<file path="config.mk">
export PLATFORM = sky130hd
export DESIGN_NAME = pipelined_adder
export DESIGN_NICKNAME = d
export VERILOG_FILES = /design/src/rtl/pipelined_adder.sv
export SDC_FILE = /design/constraint.sdc
export NUM_CORES = 1
export LEC_CHECK = 0
export ABC_AREA = 0
export CAP_MARGIN = 20
export CORE_MARGIN = 4
export CORE_UTILIZATION = 55
export CTS_BUF_LIST = sky130_fd_sc_hd__clkbuf_8 sky130_fd_sc_hd__clkbuf_16
export DETAILED_ROUTE_END_ITERATION = 10
export PLACE_DENSITY = 0.86
export SYNTH_ARGS = -nofsm -noshare
export SYNTH_HDL_FRONTEND = slang
export SYNTH_SLANG_ARGS = --single-unit
</file>
<file path="constraint.sdc">
create_clock -name clk -period 6.6 [get_ports clk]
set_input_delay 1.32 -clock clk [delete_from_list [all_inputs] [get_ports clk]]
set_output_delay 1.32 -clock clk [all_outputs]
set_load 0.02 [all_outputs]
</file>
<file path="src/rtl/pipelined_adder.sv">
// ---------------------------------------------------------------------------
// pipelined_adder
//
// Pipelined integer adder/subtractor. A WIDTH-bit operation is split into
// STAGES equal chunks of C = WIDTH/STAGES bits. Stage k adds chunk k and
// passes its carry to stage k+1 through a pipeline register. Operands ride
// along with the partial result, so every stage holds a complete operation.
// One operation per cycle is accepted under a valid/ready handshake. The
// pipe supports backpressure (the whole pipe freezes) and a synchronous
// flush that drops everything in flight.
//
// Parameters:
//   WIDTH      operand/result width; must be a multiple of STAGES
//   STAGES     pipeline depth and chunk count (1..WIDTH)
//
// Ports:
//   clk        rising-edge clock
//   rst_n      asynchronous active-low reset
//   flush      synchronous; clears every valid bit at the next edge
//   in_valid   operands/mode presented
//   in_ready   block can accept this cycle
//   a, b       operands
//   sub        0: a+b, 1: a-b (computed as a + ~b + 1)
//   out_valid  result available
//   out_ready  consumer takes result this cycle
//   sum        result modulo 2^WIDTH
//   carry_out  carry out of the MSB (for sub: 1 = no borrow)
//   overflow   two's-complement signed overflow
//   zero       sum == 0
// ---------------------------------------------------------------------------
module pipelined_adder #(
    parameter int WIDTH  = 32,
    parameter int STAGES = 2
) (
    input  logic             clk,
    input  logic             rst_n,
    input  logic             flush,
    input  logic             in_valid,
    output logic             in_ready,
    input  logic [WIDTH-1:0] a,
    input  logic [WIDTH-1:0] b,
    input  logic             sub,
    output logic             out_valid,
    input  logic             out_ready,
    output logic [WIDTH-1:0] sum,
    output logic             carry_out,
    output logic             overflow,
    output logic             zero
);

    localparam int C    = WIDTH / STAGES;
    localparam int LAST = STAGES - 1;

    // Per-stage registers: operand A, effective B, partial sum, chunk carry, valid.
    logic [WIDTH-1:0] a_q [STAGES];
    logic [WIDTH-1:0] a_d [STAGES];
    logic [WIDTH-1:0] b_q [STAGES];
    logic [WIDTH-1:0] b_d [STAGES];
    logic [WIDTH-1:0] s_q [STAGES];
    logic [WIDTH-1:0] s_d [STAGES];
    logic             c_q [STAGES];
    logic             c_d [STAGES];
    logic             v_q [STAGES];
    logic             v_d [STAGES];

    // The flags need the full result, so they are computed alongside the
    // last chunk and registered with it.
    logic             ovf_q;
    logic             ovf_d;
    logic             zero_q;
    logic             zero_d;

    // Inputs seen by each stage: the block inputs for stage 0, the previous
    // stage's register for the rest.
    logic [WIDTH-1:0] src_a [STAGES];
    logic [WIDTH-1:0] src_b [STAGES];
    logic [WIDTH-1:0] src_s [STAGES];
    logic             src_c [STAGES];
    logic             src_v [STAGES];
    logic [C:0]       chunk_sum [STAGES];

    logic             advance;

    // The pipe moves only as a whole; a held result freezes every stage.
    assign advance  = !(v_q[LAST] && !out_ready);
    assign in_ready = advance;

    always_comb begin
        src_a[0] = a;
        src_b[0] = sub ? ~b : b;
        src_s[0] = '0;
        src_c[0] = sub;
        src_v[0] = in_valid && advance;
        for (int k = 1; k < STAGES; k++) begin
            src_a[k] = a_q[k-1];
            src_b[k] = b_q[k-1];
            src_s[k] = s_q[k-1];
            src_c[k] = c_q[k-1];
            src_v[k] = v_q[k-1];
        end

        for (int k = 0; k < STAGES; k++) begin
            chunk_sum[k] = {1'b0, src_a[k][k*C +: C]}
                         + {1'b0, src_b[k][k*C +: C]}
                         + {{C{1'b0}}, src_c[k]};
            a_d[k] = src_a[k];
            b_d[k] = src_b[k];
            s_d[k] = src_s[k];
            s_d[k][k*C +: C] = chunk_sum[k][C-1:0];
            c_d[k] = chunk_sum[k][C];
            v_d[k] = src_v[k];
        end

        // Effective B is used, so subtraction overflow falls out naturally.
        ovf_d  = (src_a[LAST][WIDTH-1] == src_b[LAST][WIDTH-1])
              && (s_d[LAST][WIDTH-1] != src_a[LAST][WIDTH-1]);
        zero_d = (s_d[LAST] == '0);
    end

    // Data registers load on every advance. Valid bits are cleared by flush
    // regardless of stall; data left behind by a flush is never marked valid.
    always_ff @(posedge clk or negedge rst_n) begin
        if (!rst_n) begin
            for (int k = 0; k < STAGES; k++) begin
                a_q[k] <= '0;
                b_q[k] <= '0;
                s_q[k] <= '0;
                c_q[k] <= 1'b0;
                v_q[k] <= 1'b0;
            end
            ovf_q  <= 1'b0;
            zero_q <= 1'b0;
        end else begin
            if (advance) begin
                for (int k = 0; k < STAGES; k++) begin
                    a_q[k] <= a_d[k];
                    b_q[k] <= b_d[k];
                    s_q[k] <= s_d[k];
                    c_q[k] <= c_d[k];
                end
                ovf_q  <= ovf_d;
                zero_q <= zero_d;
            end
            if (flush) begin
                for (int k = 0; k < STAGES; k++) begin
                    v_q[k] <= 1'b0;
                end
            end else if (advance) begin
                for (int k = 0; k < STAGES; k++) begin
                    v_q[k] <= v_d[k];
                end
            end
        end
    end

    assign out_valid = v_q[LAST];
    assign sum       = s_q[LAST];
    assign carry_out = c_q[LAST];
    assign overflow  = ovf_q;
    assign zero      = zero_q;

endmodule

</file>
---- Word level (Yosys, flattened, before mapping) ----
Index checks and enable logic that the tools add are counted.
storage, ports and cells
  flip-flop bits (word level) ............. 118
  input port bits ......................... 70
  output and inout bits ................... 37
  word-level logic and storage cells ...... 27
operators by class
  $add $sub $neg .......................... 4
  equality and inequality tests ........... 3
  multiplexer cells ....................... 3
  bitwise operators ....................... 1
  reductions and logical operators ........ 6
operator list
  cell                                           number
  16-bit by 16-bit adder with 17-bit output      2
  17-bit by 1-bit adder with 17-bit output       2
  32-bit zero test                               1
  32-bit 2-to-1 mux                              1
  32-bit NOT                                     1
  2-bit 2-to-1 mux                               2
  1-bit logical AND                              3
  1-bit zero test                                2
  2-bit inequality test (second input constant)  1
  1-bit == test                                  1
  1-bit inequality test                          1

---- Longest topological paths before layout ----
Gate-level depths: netlist (run 1).
  depth after elaboration ................. 6
  mapped depth ............................ 12
  mapped depth without buffers ............ 10

---- Least setup slack after synthesis (run 1) ----
No wires, ideal clock.
  kind .................................... in2reg
  start point ............................. in sub
  end point ............................... reg s_q (netlist bit s_d[10])
  setup time .............................. 148 ps
  arrival ................................. 3722 ps
  required time ........................... 6452 ps
  path slack .............................. 2731 ps
  cell stages on the path ................. 12
  path buffers ............................ 2
  cell sequence ........................... clkbuf_1 clkbuf_1 xor2_1 fa_1 a21o_1 a21oi_1 o21bai_1 a21oi_1 o21ai_0 a21oi_1 xor2_1 a21oi_1
between the ends
  cells in the longest elaborated chain, start to end .. 3
ends and longest elaborated chain
  what                                        RTL line  text
  from (decl)                                 42        input logic sub,
  32-bit 2-to-1 mux                           90        src_b[0] = sub ? ~b : b;
  16-bit by 16-bit adder with 17-bit output   104       + {1'b0, src_b[k][k*C +: C]}
  17-bit by 1-bit adder with 17-bit output *  105       + {{C{1'b0}}, src_c[k]};
  to (signal, indexed assignment)             138       s_q[k] <= s_d[k];
  to (decl)                                   59        logic [WIDTH-1:0] s_q [STAGES];
Every way passes the cells marked *; elsewhere a longest branch is shown, timed or not.
A chain may end at the register's enable or synchronous reset.

---- Worst setup path after layout (run 1) ----
  start point ............................. in sub
  end point ............................... reg s_q (netlist bit s_d[14])
Same word-level chain as after synthesis.

==> summary.md, run 1 <==
| Metric | Value |
|---|---|
| Avg Cell Area, Syn | `8.84 µm²` |
| Synth warn | `0` |
| Row count | `34` |
| Starting Density | `56.0%` |
| # IOs | `107` |
| PnR worst setup slack | `2.63 ns` |
| Critical path class | `in2reg` |
| Clk_skew | `0.0102 ns` |
| Core area | `8680 µm²` |
| Post-synth EDFFs | `0` |
| Syn Inst Count | `550` |
| Pin count of the biggest net entering global routing | `112` |
| Hold buffer count at CTS | `0` |
| Post-Syn Area | `4860 µm²` |
| Die area | `10400 µm²` |
| Slew of the pin with the lowest slew margin | `0.975 ns` |
| Critical path depth | `11` |
| Area grow syn2layout | `27.9%` |
| Main synth FF type | `dfrtp_1` |
| WP data arrival | `4.16 ns` |
| CP max-delay cell | `buf_2` |
| Crit. End Element | `flop` |
| Total global routing overflow | `0` |
| F_max | `0.252 GHz` |
| Port bufs | `106` |
| Number of global-route vias before repair | `4076` |
| Max stage delay on crit path | `0.69 ns` |
| DRC viols | `0` |
| R2R setup slack | `3.49 ns` |
| Ys async rst share | `100%` |
| RD Place Congestion | `0.935` |
| RSZ-0062 raised after global routing | `no` |
| Antenna cells | `0` |
| Seq/Total Area, Yosys | `44.3%` |
| Slew margin rel. | `35.0%` |
| Setup bufs post-CTS | `0` |
| Yosys reg bits | `86` |
| Fin. Hold Viols | `0` |
| Cts bufs inserted | `9` |
| Pre-Repair DR Iteration Count | `5` |
| Worst setup path endpoint | `s_d[14]` |
| HPWL after detailed placement | `8.65 mm` |
| Crit path launch | `sub` |
| Pleak | `2.75 nW` |
| Placed Area | `5990 µm²` |
| Reg-to-Reg End | `zero` |
| Vias per inst | `5.48` |
| Number of distinct library cells after synthesis | `44` |
| GRT Util Overall | `22.9%` |
| R2R cell count | `10` |
| Clock-pin transition on the worst setup and hold timing paths | `0.08 ns` |
| CTS resizes | `0` |
| Max Cap Viol | `0` |
| Final wirelength | `11.6 mm` |
| Crit path max-delay family | `compound AO/OA/AOI/OAI gates` |
| Final net count | `751` |
| Worst Path Buf+Inv | `1` |
| Die Ht | `102 µm` |
| Peak VDD IR | `0.128 mV` |
| DR iter-0 viols | `190` |
| Final Slew Violations | `0` |
| Status | `finished, final reports clean` |
| H-tree lvl count | `3` |
| Root Driver | `clkbuf_8` |
| Worst Setup Start Kind | `primary input` |
| HP Class | `reg2reg` |
| Post-layout minimum cycle time | `3.97 ns` |
| Share of cells above drive strength 1 | `4.13%` |
| Power per cell area | `291 nW/µm²` |
| Fin area | `6210 µm²` |
| First-pass GRT wire length | `19.1 mm` |
| Worst r2r src | `a_d[16]` |
| Cells after DPL | `744` |
| Initial antenna violation count | `0` |
| TritonCTS clock tree | `done` |
| Post-DR wirelength/cell | `15.2 µm` |
| Via count | `4174` |
| Die width | `102 µm` |
| Worst-skew pair later-pin latency | `0.35 ns` |
| Final setup vio count | `0` |
| Syn Nets | `653` |
| Pre-CTS setup slack | `2.29 ns` |
| TritonCTS sink count | `86` |
| Clock buffer depth | `2` |
| Cell repeated most along the worst path | `o21ai_0` |
| CP max FO | `32` |
| Final cell count without fillers | `761` |
| Routed Antenna Nets | `0` |
| CP required | `6.79 ns` |
| Hold depth | `2` |
| Critical-path cell list | `buf_2 > xor2_1 > fa_1 > a21o_1 > a21oi_1 > o21ai_0 > a21oi_1 > o21ai_0 > a31oi_1 > xor2_1 > o21ai_0` |
| Period utilization | `60.1%` |
| Setup TNS Final | `0 ns` |
## cells by family after synthesis
logic type | after synthesis | synth area share [%]
flops | 86 | 44.3
xor+xnor | 58 | 10.5
mux | 1 | 0.232
simple gates | 222 | 18.8
buf+inv | 30 | 2.32
fa+ha+maj | 33 | 8.96
compound gates | 120 | 14.9
## routing by layer
layer  routed length, µm  GRT usage, %  vias to the layer above
li1                    -             -                     2046
met1                5250          33.0                     1952
met2                5370          36.2                      151
met3                 708          2.59                       25
met4                 275          7.67                        0
met5                   0             0                        -
## area by class of cell
type                       instances  area [µm²]
inverter                           8        30.0
tap                              108         135
sequential                        86        2150
timing repair buffer             109        1100
clock buffer                       9         124
fill                             671        2460
multi-input combinational        434        2600
clock inverter                     7        73.8
## power breakdown
| group | internal (mW) | switching, mW |
|---|---|---|
| logic | 0.325 | 0.373 |
| clock network | 0.176 | 0.195 |
| registers | 0.650 | 0.0860 |
| total | 1.15 | 0.654 |
## stage by stage
step	utilization (%)	hold WS, ns	power, mW
finish	71.6	0.471	1.81
global route	71.6	0.496	1.91
CTS	71.3	0.476	1.81
detailed placement	69.0	0.457	1.44
global placement	69.0	0.451	1.41
floorplan	-	0.445	1.13
## registers in the layout, indices dropped and copies added, names as in the netlist, 16 cells and up
name,count
sum,32
a_d,16
s_d,16
b_d,16
## layout by cell type, fill, tap and decap left out, types with 2 or more instances in the layout
master | netlist | final
nor2_1 | 27 | 27
and2_1 | 2 | 2
dfrtp_1 | 86 | 86
o21ai_0 | 46 | 46
nand3_1 | 6 | 6
o21bai_1 | 5 | 5
nand2b_1 | 3 | 3
nor3_1 | 8 | 8
xor2_1 | 27 | 27
buf_4 | 0 | 3
inv_1 | 7 | 7
a211oi_1 | 5 | 5
o21a_1 | 4 | 4
a21oi_1 | 30 | 30
nand4_1 | 3 | 3
a31oi_1 | 3 | 3
o31ai_1 | 3 | 3
a21o_1 | 8 | 8
xnor2_1 | 31 | 31
clkinv_4 | 0 | 2
ha_1 | 30 | 30
clkdlybuf4s50_1 | 0 | 104
and3_1 | 2 | 2
nor4_1 | 5 | 5
a21boi_0 | 3 | 3
clkbuf_8 | 0 | 9
fa_1 | 3 | 3
nand2_1 | 158 | 158
clkinv_2 | 0 | 2
o21ai_1 | 5 | 5
## worst min-delay path by stage
| stage | start | end | slack, ns |
|---|---|---|---|
| after floorplan | a_d[18] | a_d[18] | 0.45 |
| after global placement | sum[27] | sum[27] | 0.45 |
| after detailed placement | sum[29] | sum[29] | 0.46 |
| after CTS | sum[29] | sum[29] | 0.48 |
| after global routing | sum[5] | sum[5] | 0.50 |
| final | sum[29] | sum[29] | 0.47 |
## worst register-to-register path, stage by stage, from the launching register on
cell and delay (ns):
dfrtp_1 0.41, fa_1 0.51, fa_1 0.46, a21oi_1 0.21, o211ai_1 0.18, o41ai_2 0.35, o21bai_1 0.11, a21oi_1 0.21
xnor2_1 0.22, nor4_1 0.09, a32o_1 0.26
## synthesized netlist by cell type (2+ instances only)
cell,instances,area (µm²)
o21bai_1,5,37.5
nand3_1,6,30.0
nor2b_1,2,12.5
nand2b_1,3,18.8
a21oi_1,30,150
a21boi_0,3,22.5
clkbuf_1,21,78.8
o31ai_1,3,22.5
ha_1,30,375
nand2_1,158,593
nor4_1,5,31.3
a31oi_1,3,18.8
fa_1,3,60.1
xor2_1,27,236
o21a_1,4,30.0
nor3_1,8,40.0
inv_1,7,26.3
nand4_1,3,18.8
xnor2_1,31,272
a21o_1,8,60.1
o21ai_0,46,230
and2_1,2,12.5
a211oi_1,5,37.5
nor2_1,27,101
o21ai_1,5,25.0
and3_1,2,12.5
dfrtp_1,86,2150
No activity file was read; power rests on OpenSTA's default activity.
==> run 2: changes to the inputs <==
--- a/config.mk
+++ b/config.mk
@@ -8,10 +8,10 @@
 export ABC_AREA = 0
 export CAP_MARGIN = 20
 export CORE_MARGIN = 4
-export CORE_UTILIZATION = 55
+export CORE_UTILIZATION = 51
 export CTS_BUF_LIST = sky130_fd_sc_hd__clkbuf_8 sky130_fd_sc_hd__clkbuf_16
 export DETAILED_ROUTE_END_ITERATION = 10
-export PLACE_DENSITY = 0.86
+export PLACE_DENSITY = 0.8
 export SYNTH_ARGS = -nofsm -noshare
 export SYNTH_HDL_FRONTEND = slang
 export SYNTH_SLANG_ARGS = --single-unit
==> constraint.sdc (replaced) <==
create_clock -name clk -period 4.1 [get_ports clk]
set_input_delay 0.82 -clock clk [delete_from_list [all_inputs] [get_ports clk]]
set_output_delay 0.82 -clock clk [all_outputs]
set_load 0.02 [all_outputs]
==> run 2 against run 1 <==
Net effect:
- setup slack worse by 1.8 ns
- routed wire length is 0.23% higher
- clock-buffer cell count is 1 higher
- sequential share of layout area is 0.097 points lower
- clock power is 49% higher
- clock skew hardly changed
==> summary.md, run 2 (same netlist as run 1, synthesis figures left out) <==
| Metric | Value |
|---|---|
| TritonCTS clock tree | `done` |
| Antenna cells | `0` |
| Max FFs per register | `32` |
| DRC viols | `0` |
| Final wirelength | `11.6 mm` |
| Worst r2r src | `a_d[16]` |
| Peak VDD IR | `0.216 mV` |
| Total global routing overflow | `0` |
| Die area | `11200 µm²` |
| Most frequent cells in the layout | `158 x nand2_1, 104 x clkdlybuf4s50_1, 86 x dfrtp_1, 46 x o21ai_0, 31 x xnor2_1` |
| PnR worst setup slack | `0.789 ns` |
| Share of cells above drive strength 1 | `4.28%` |
| Final setup vio count | `0` |
| Worst-skew pair later-pin latency | `0.36 ns` |
| Cts bufs inserted | `9` |
| Power, Total | `2.86 mW` |
| Fin. Hold Viols | `0` |
| HPWL after detailed placement | `8.80 mm` |
| Port bufs | `106` |
| Worst setup path endpoint | `in_ready` |
| Area grow syn2layout | `28.2%` |
| Critical path class | `in2out` |
| Hold buffer count at CTS | `0` |
| Reg-to-Reg End | `zero` |
| Crit path launch | `out_ready` |
| Die width | `106 µm` |
| CP max FO | `26` |
| Vias per inst | `5.36` |
| Core area | `9240 µm²` |
| Met1 usage | `28.1%` |
| Setup TNS Final | `0 ns` |
| Pleak | `2.75 nW` |
| Die Ht | `106 µm` |
| HP Class | `in2async` |
| Busiest metal layer after global routing | `met2` |
| Max Cap Viol | `0` |
| Pre-CTS setup slack | `0.463 ns` |
| Clock-pin transition on the worst setup and hold timing paths | `0.09 ns` |
| RD Place Congestion | `0.949` |
| CTS resizes | `0` |
| Clock buffer depth | `2` |
| Slew margin rel. | `49.9%` |
| Critical-path cell list | `clkdlybuf4s50_1 > nor2b_4 > clkinv_1 > clkdlybuf4s50_1` |
| Final Slew Violations | `0` |
| R2R setup slack | `1.00 ns` |
| Critical path depth | `4` |
| Crit. End Element | `output pin` |
| Cell repeated most along the worst path | `clkdlybuf4s50_1` |
| Max stage delay on crit path | `0.57 ns` |
| Slew of the pin with the lowest slew margin | `0.751 ns` |
| Crit path max-delay family | `buffers and inverters` |
| Pre-Repair DR Iteration Count | `5` |
| Final net count | `752` |
| RSZ-0062 raised after global routing | `no` |
| CP max-delay cell | `clkdlybuf4s50_1` |
| Met2 usage | `33.3%` |
| # IOs | `107` |
| Placed Area | `6020 µm²` |
| Routed Antenna Nets | `0` |
| WP data arrival | `2.49 ns` |
| Initial antenna violation count | `0` |
| Setup bufs post-CTS | `0` |
| Period utilization | `80.7%` |
| CP required | `3.28 ns` |
| Clk_skew | `0.00995 ns` |
| Starting Density | `52.6%` |
| GRT Util Overall | `21.1%` |
| M3 GR Usage | `3.98%` |
| H-tree lvl count | `3` |
| Pin count of the biggest net entering global routing | `88` |
| TritonCTS sink count | `86` |
| Post-DR wirelength/cell | `14.9 µm` |
| Worst Path Buf+Inv | `3` |
| F_max | `0.302 GHz` |
| Row count | `35` |
| Post-layout minimum cycle time | `3.31 ns` |
| Root Driver | `clkbuf_8` |
| DR iter-0 viols | `216` |
| Power per cell area | `459 nW/µm²` |
| Via count | `4199` |
| Number of global-route vias before repair | `4107` |
| Fin area | `6230 µm²` |
| Fill count | `774` |
| Worst Setup Start Kind | `primary input` |
| First-pass GRT wire length | `19.0 mm` |
| Leading cell type in the layout, fill and taps excluded | `nand2_1` |
| Status | `finished, final reports clean` |
| R2R cell count | `10` |
==> run 2: cell count changes in the layout (fill, tap and decap cells not counted), sizes merged <==
| cell | delta |
|---|---|
| bufinv | -1 |
| buf | +1 |
| clkbuf | +1 |
| clkinv | -1 |
| inv | +1 |
==> run 2: worst min path at each step <==
stage               startpoint      end  slack, ns  cells after the start
floorplan              a_d[18]  a_d[18]       0.45                      2
global placement       sum[29]  sum[29]       0.45                      2
detailed placement      sum[4]   sum[4]       0.46                      2
CTS                     sum[4]   sum[4]       0.48                      2
global route             rst_n  b_d[22]       0.29                      1
finish                   rst_n  a_d[24]       0.29                      1
==> run 2: metal layers <==
layer  wire (µm)  vias up  share of wire, %
li1            -     2058                 -
met1        5150     1953                44
met2        5320      159                46
met3         783       29               6.7
met4         378        0               3.3
met5           0        -                 0
==> run 2: stage by stage <==
stage / utilization [%] / std cells / hold slack, ns
2_1_floorplan: - / 550 / 0.445
3_3_place_gp: 65.2 / 766 / 0.451
3_5_place_dp: 65.2 / 766 / 0.456
4_1_cts: 67.1 / 782 / 0.477
5_1_grt: 67.4 / 783 / 0.293
6_report: 67.4 / 783 / 0.293
==> run 2: cell type report <==
class                   count  area, µm²  area share [%]
clock inverters             6       43.8           0.703
multi-input cells         434       2600            41.8
well taps                 129        161            2.59
clock buffers              10        138            2.21
inverters                   8       30.0           0.482
flip-flops and latches     86       2150            34.5
repair buffers            110       1100            17.7
==> run 2: report_power, final <==
part | switching, mW | internal [mW]
sequential | 0.141 | 1.05
combinational | 0.596 | 0.525
clock | 0.313 | 0.240
==> run 3: changes to the inputs <==
==> constraint.sdc (replaced) <==
create_clock -name clk -period 3.2 [get_ports clk]
set_input_delay 0.64 -clock clk [delete_from_list [all_inputs] [get_ports clk]]
set_output_delay 0.64 -clock clk [all_outputs]
set_load 0.02 [all_outputs]
==> run 3 against run 2 <==
Net effect:
- design area up 1.5%
- utilization increased by 1.0 points
- sequential power is 28% higher
- non-clock buffer count rose by 8
- cell count grew 1.0%
- routed wire length grew 0.69%
- clock skew increased by 0.0062 ns
- largest cell class unchanged
- setup slack worse by 0.60 ns
- critical path depth is 6 higher
- via count shrank 0.90%
- register-to-register slack got worse by 0.81 ns
==> summary.md, run 3 (same netlist as run 1, synthesis figures left out) <==
| Metric | Value |
|---|---|
| Share of cells above drive strength 1 | `5.89%` |
| Max Cap Viol | `0` |
| TritonCTS sink count | `86` |
| Crit path max-delay family | `compound AO/OA/AOI/OAI gates` |
| HP Class | `in2async` |
| RD Place Congestion | `0.893` |
| Leading cell type in the layout, fill and taps excluded | `nand2_1` |
| Power per cell area | `592 nW/µm²` |
| Hold buffer count at CTS | `0` |
| Peak VDD IR | `0.313 mV` |
| Clock-pin transition on the worst setup and hold timing paths | `0.09 ns` |
| # IOs | `107` |
| Post-layout minimum cycle time | `3.01 ns` |
| Core area | `9240 µm²` |
| Pre-Repair DR Iteration Count | `4` |
| Most frequent cells in the layout | `158 x nand2_1, 104 x clkdlybuf4s50_1, 86 x dfrtp_1, 45 x o21ai_0, 31 x xnor2_1` |
| PnR worst setup slack | `0.193 ns` |
| Worst Setup Start Kind | `flop` |
| Antenna cells | `0` |
| Post-DR wirelength/cell | `14.8 µm` |
| Starting Density | `52.6%` |
| Final net count | `760` |
| Status | `finished, final reports clean` |
| Total global routing overflow | `0` |
| Critical path class | `reg2reg` |
| DRC viols | `0` |
| Row count | `35` |
| CP max FO | `3` |
| WP data arrival | `3.25 ns` |
| Initial antenna violation count | `0` |
| CP required | `3.44 ns` |
| Area grow syn2layout | `30.2%` |
| Die Ht | `106 µm` |
| Final Slew Violations | `0` |
| GRT Util Overall | `21.0%` |
| Logic pwr share | `39.0%` |
| CP max-delay cell | `fa_1` |
| Final wirelength | `11.7 mm` |
| Pre-CTS setup slack | `-0.198 ns` |
| TritonCTS clock tree | `done` |
| Worst Path Buf+Inv | `0` |
| Vias per inst | `5.26` |
| Clk_skew | `0.0161 ns` |
| First-pass GRT wire length | `19.1 mm` |
| Sw Ratio | `36.1%` |
| Number of global-route vias before repair | `4063` |
| H-tree lvl count | `3` |
| DR iter-0 viols | `157` |
| HPWL after detailed placement | `8.87 mm` |
| Pin count of the biggest net entering global routing | `97` |
| Die width | `106 µm` |
| Crit. End Element | `flop` |
| Slew of the pin with the lowest slew margin | `0.856 ns` |
| Cts bufs inserted | `9` |
| Root Driver | `clkbuf_8` |
| Fill count | `736` |
| Worst-skew pair later-pin latency | `0.35 ns` |
| F_max | `0.333 GHz` |
| Port bufs | `106` |
| Internal Power | `2.39 mW` |
| Slew margin rel. | `42.9%` |
| Pleak | `2.79 nW` |
| Switching pwr | `1.35 mW` |
| Via count | `4161` |
| Die area | `11200 µm²` |
| Max stage delay on crit path | `0.49 ns` |
| Clock buffer depth | `2` |
| Max FFs per register | `32` |
| Final setup vio count | `0` |
| Critical-path cell list | `fa_1 > fa_2 > a21oi_2 > o211ai_1 > o41ai_2 > o21bai_1 > a21oi_1 > xnor2_1 > nor4_2 > a32o_1` |
| Routed Antenna Nets | `0` |
| Fin. Hold Viols | `0` |
| Flop pwr share | `40.5%` |
| Hold_ws | `0.182 ns` |
| Period utilization | `94.0%` |
| Clock power share | `20.5%` |
run 3: worst paths after layout:
kind,start,slack [ns],end,cells past startpoint
worst max-delay path,a_d[16],0.19,zero,10
worst min register to register,a_d[28],0.47,a_d[28],2
min in group clk,a_d[28],0.47,a_d[28],2
worst max register to register,a_d[16],0.19,zero,10
worst min-delay path,rst_n,0.18,b_d[21],1
max in group asynchronous,rst_n,2.39,s_d[4],2
run 3: cell type report:
| cell class | count | area (µm²) | area share (%) |
|---|---|---|---|
| Clock buffer | 9 | 124 | 1.96 |
| Clock inverter | 7 | 76.3 | 1.21 |
| Inverter | 8 | 30.0 | 0.475 |
| Multi-Input combinational cell | 434 | 2620 | 41.4 |
| Sequential cell | 86 | 2150 | 34.0 |
| Tap cell | 129 | 161 | 2.55 |
| Timing Repair Buffer | 118 | 1160 | 18.4 |
run 3: layer usage:
layer  GRT usage, %  vias up  wire (µm)
li1               -     2069          -
met1           29.0     1973       5410
met2           34.9      108       5600
met3           2.39       11        524
met4           6.48        0        166
met5              0        -          0
run 3: worst reg2reg max path, stage by stage, from the launching register on:
cell and delay, ns:
dfrtp_1 0.41, fa_1 0.49, fa_2 0.40, a21oi_2 0.19
o211ai_1 0.16, o41ai_2 0.36, o21bai_1 0.10, a21oi_1 0.18
xnor2_1 0.26, nor4_2 0.09, a32o_1 0.26
run 3: stage by stage:
| stage | power (mW) | setup TNS, ns | cells | util [%] | area [µm²] |
|---|---|---|---|---|---|
| after floorplan | 2.32 | 0 | 550 | - | 4860 |
| after global placement | 2.93 | -0.192 | 773 | 65.7 | 6070 |
| after detailed placement | 2.98 | -0.685 | 773 | 65.7 | 6070 |
| after CTS | 3.74 | 0 | 789 | 67.9 | 6270 |
| after global routing | 3.95 | -0.0220 | 791 | 68.5 | 6330 |
| final | 3.75 | 0 | 791 | 68.5 | 6330 |
run 3: timing repair:
| item | in CTS | in global routing |
|---|---|---|
| buffers inserted | 0 | 1 |
| setup endpoints to repair | 0 | 4 |
| resized for setup | 0 | 5 |
run 3: power by group through the flow:
stage	combinational [mW]	clock, mW	sequential [mW]
6_report	1.46	0.768	1.52
5_1_grt	1.59	0.815	1.55
4_1_cts	1.45	0.776	1.52
3_5_place_dp	1.44	0	1.54
3_3_place_gp	1.40	0	1.53
2_1_floorplan	0.642	0	1.68
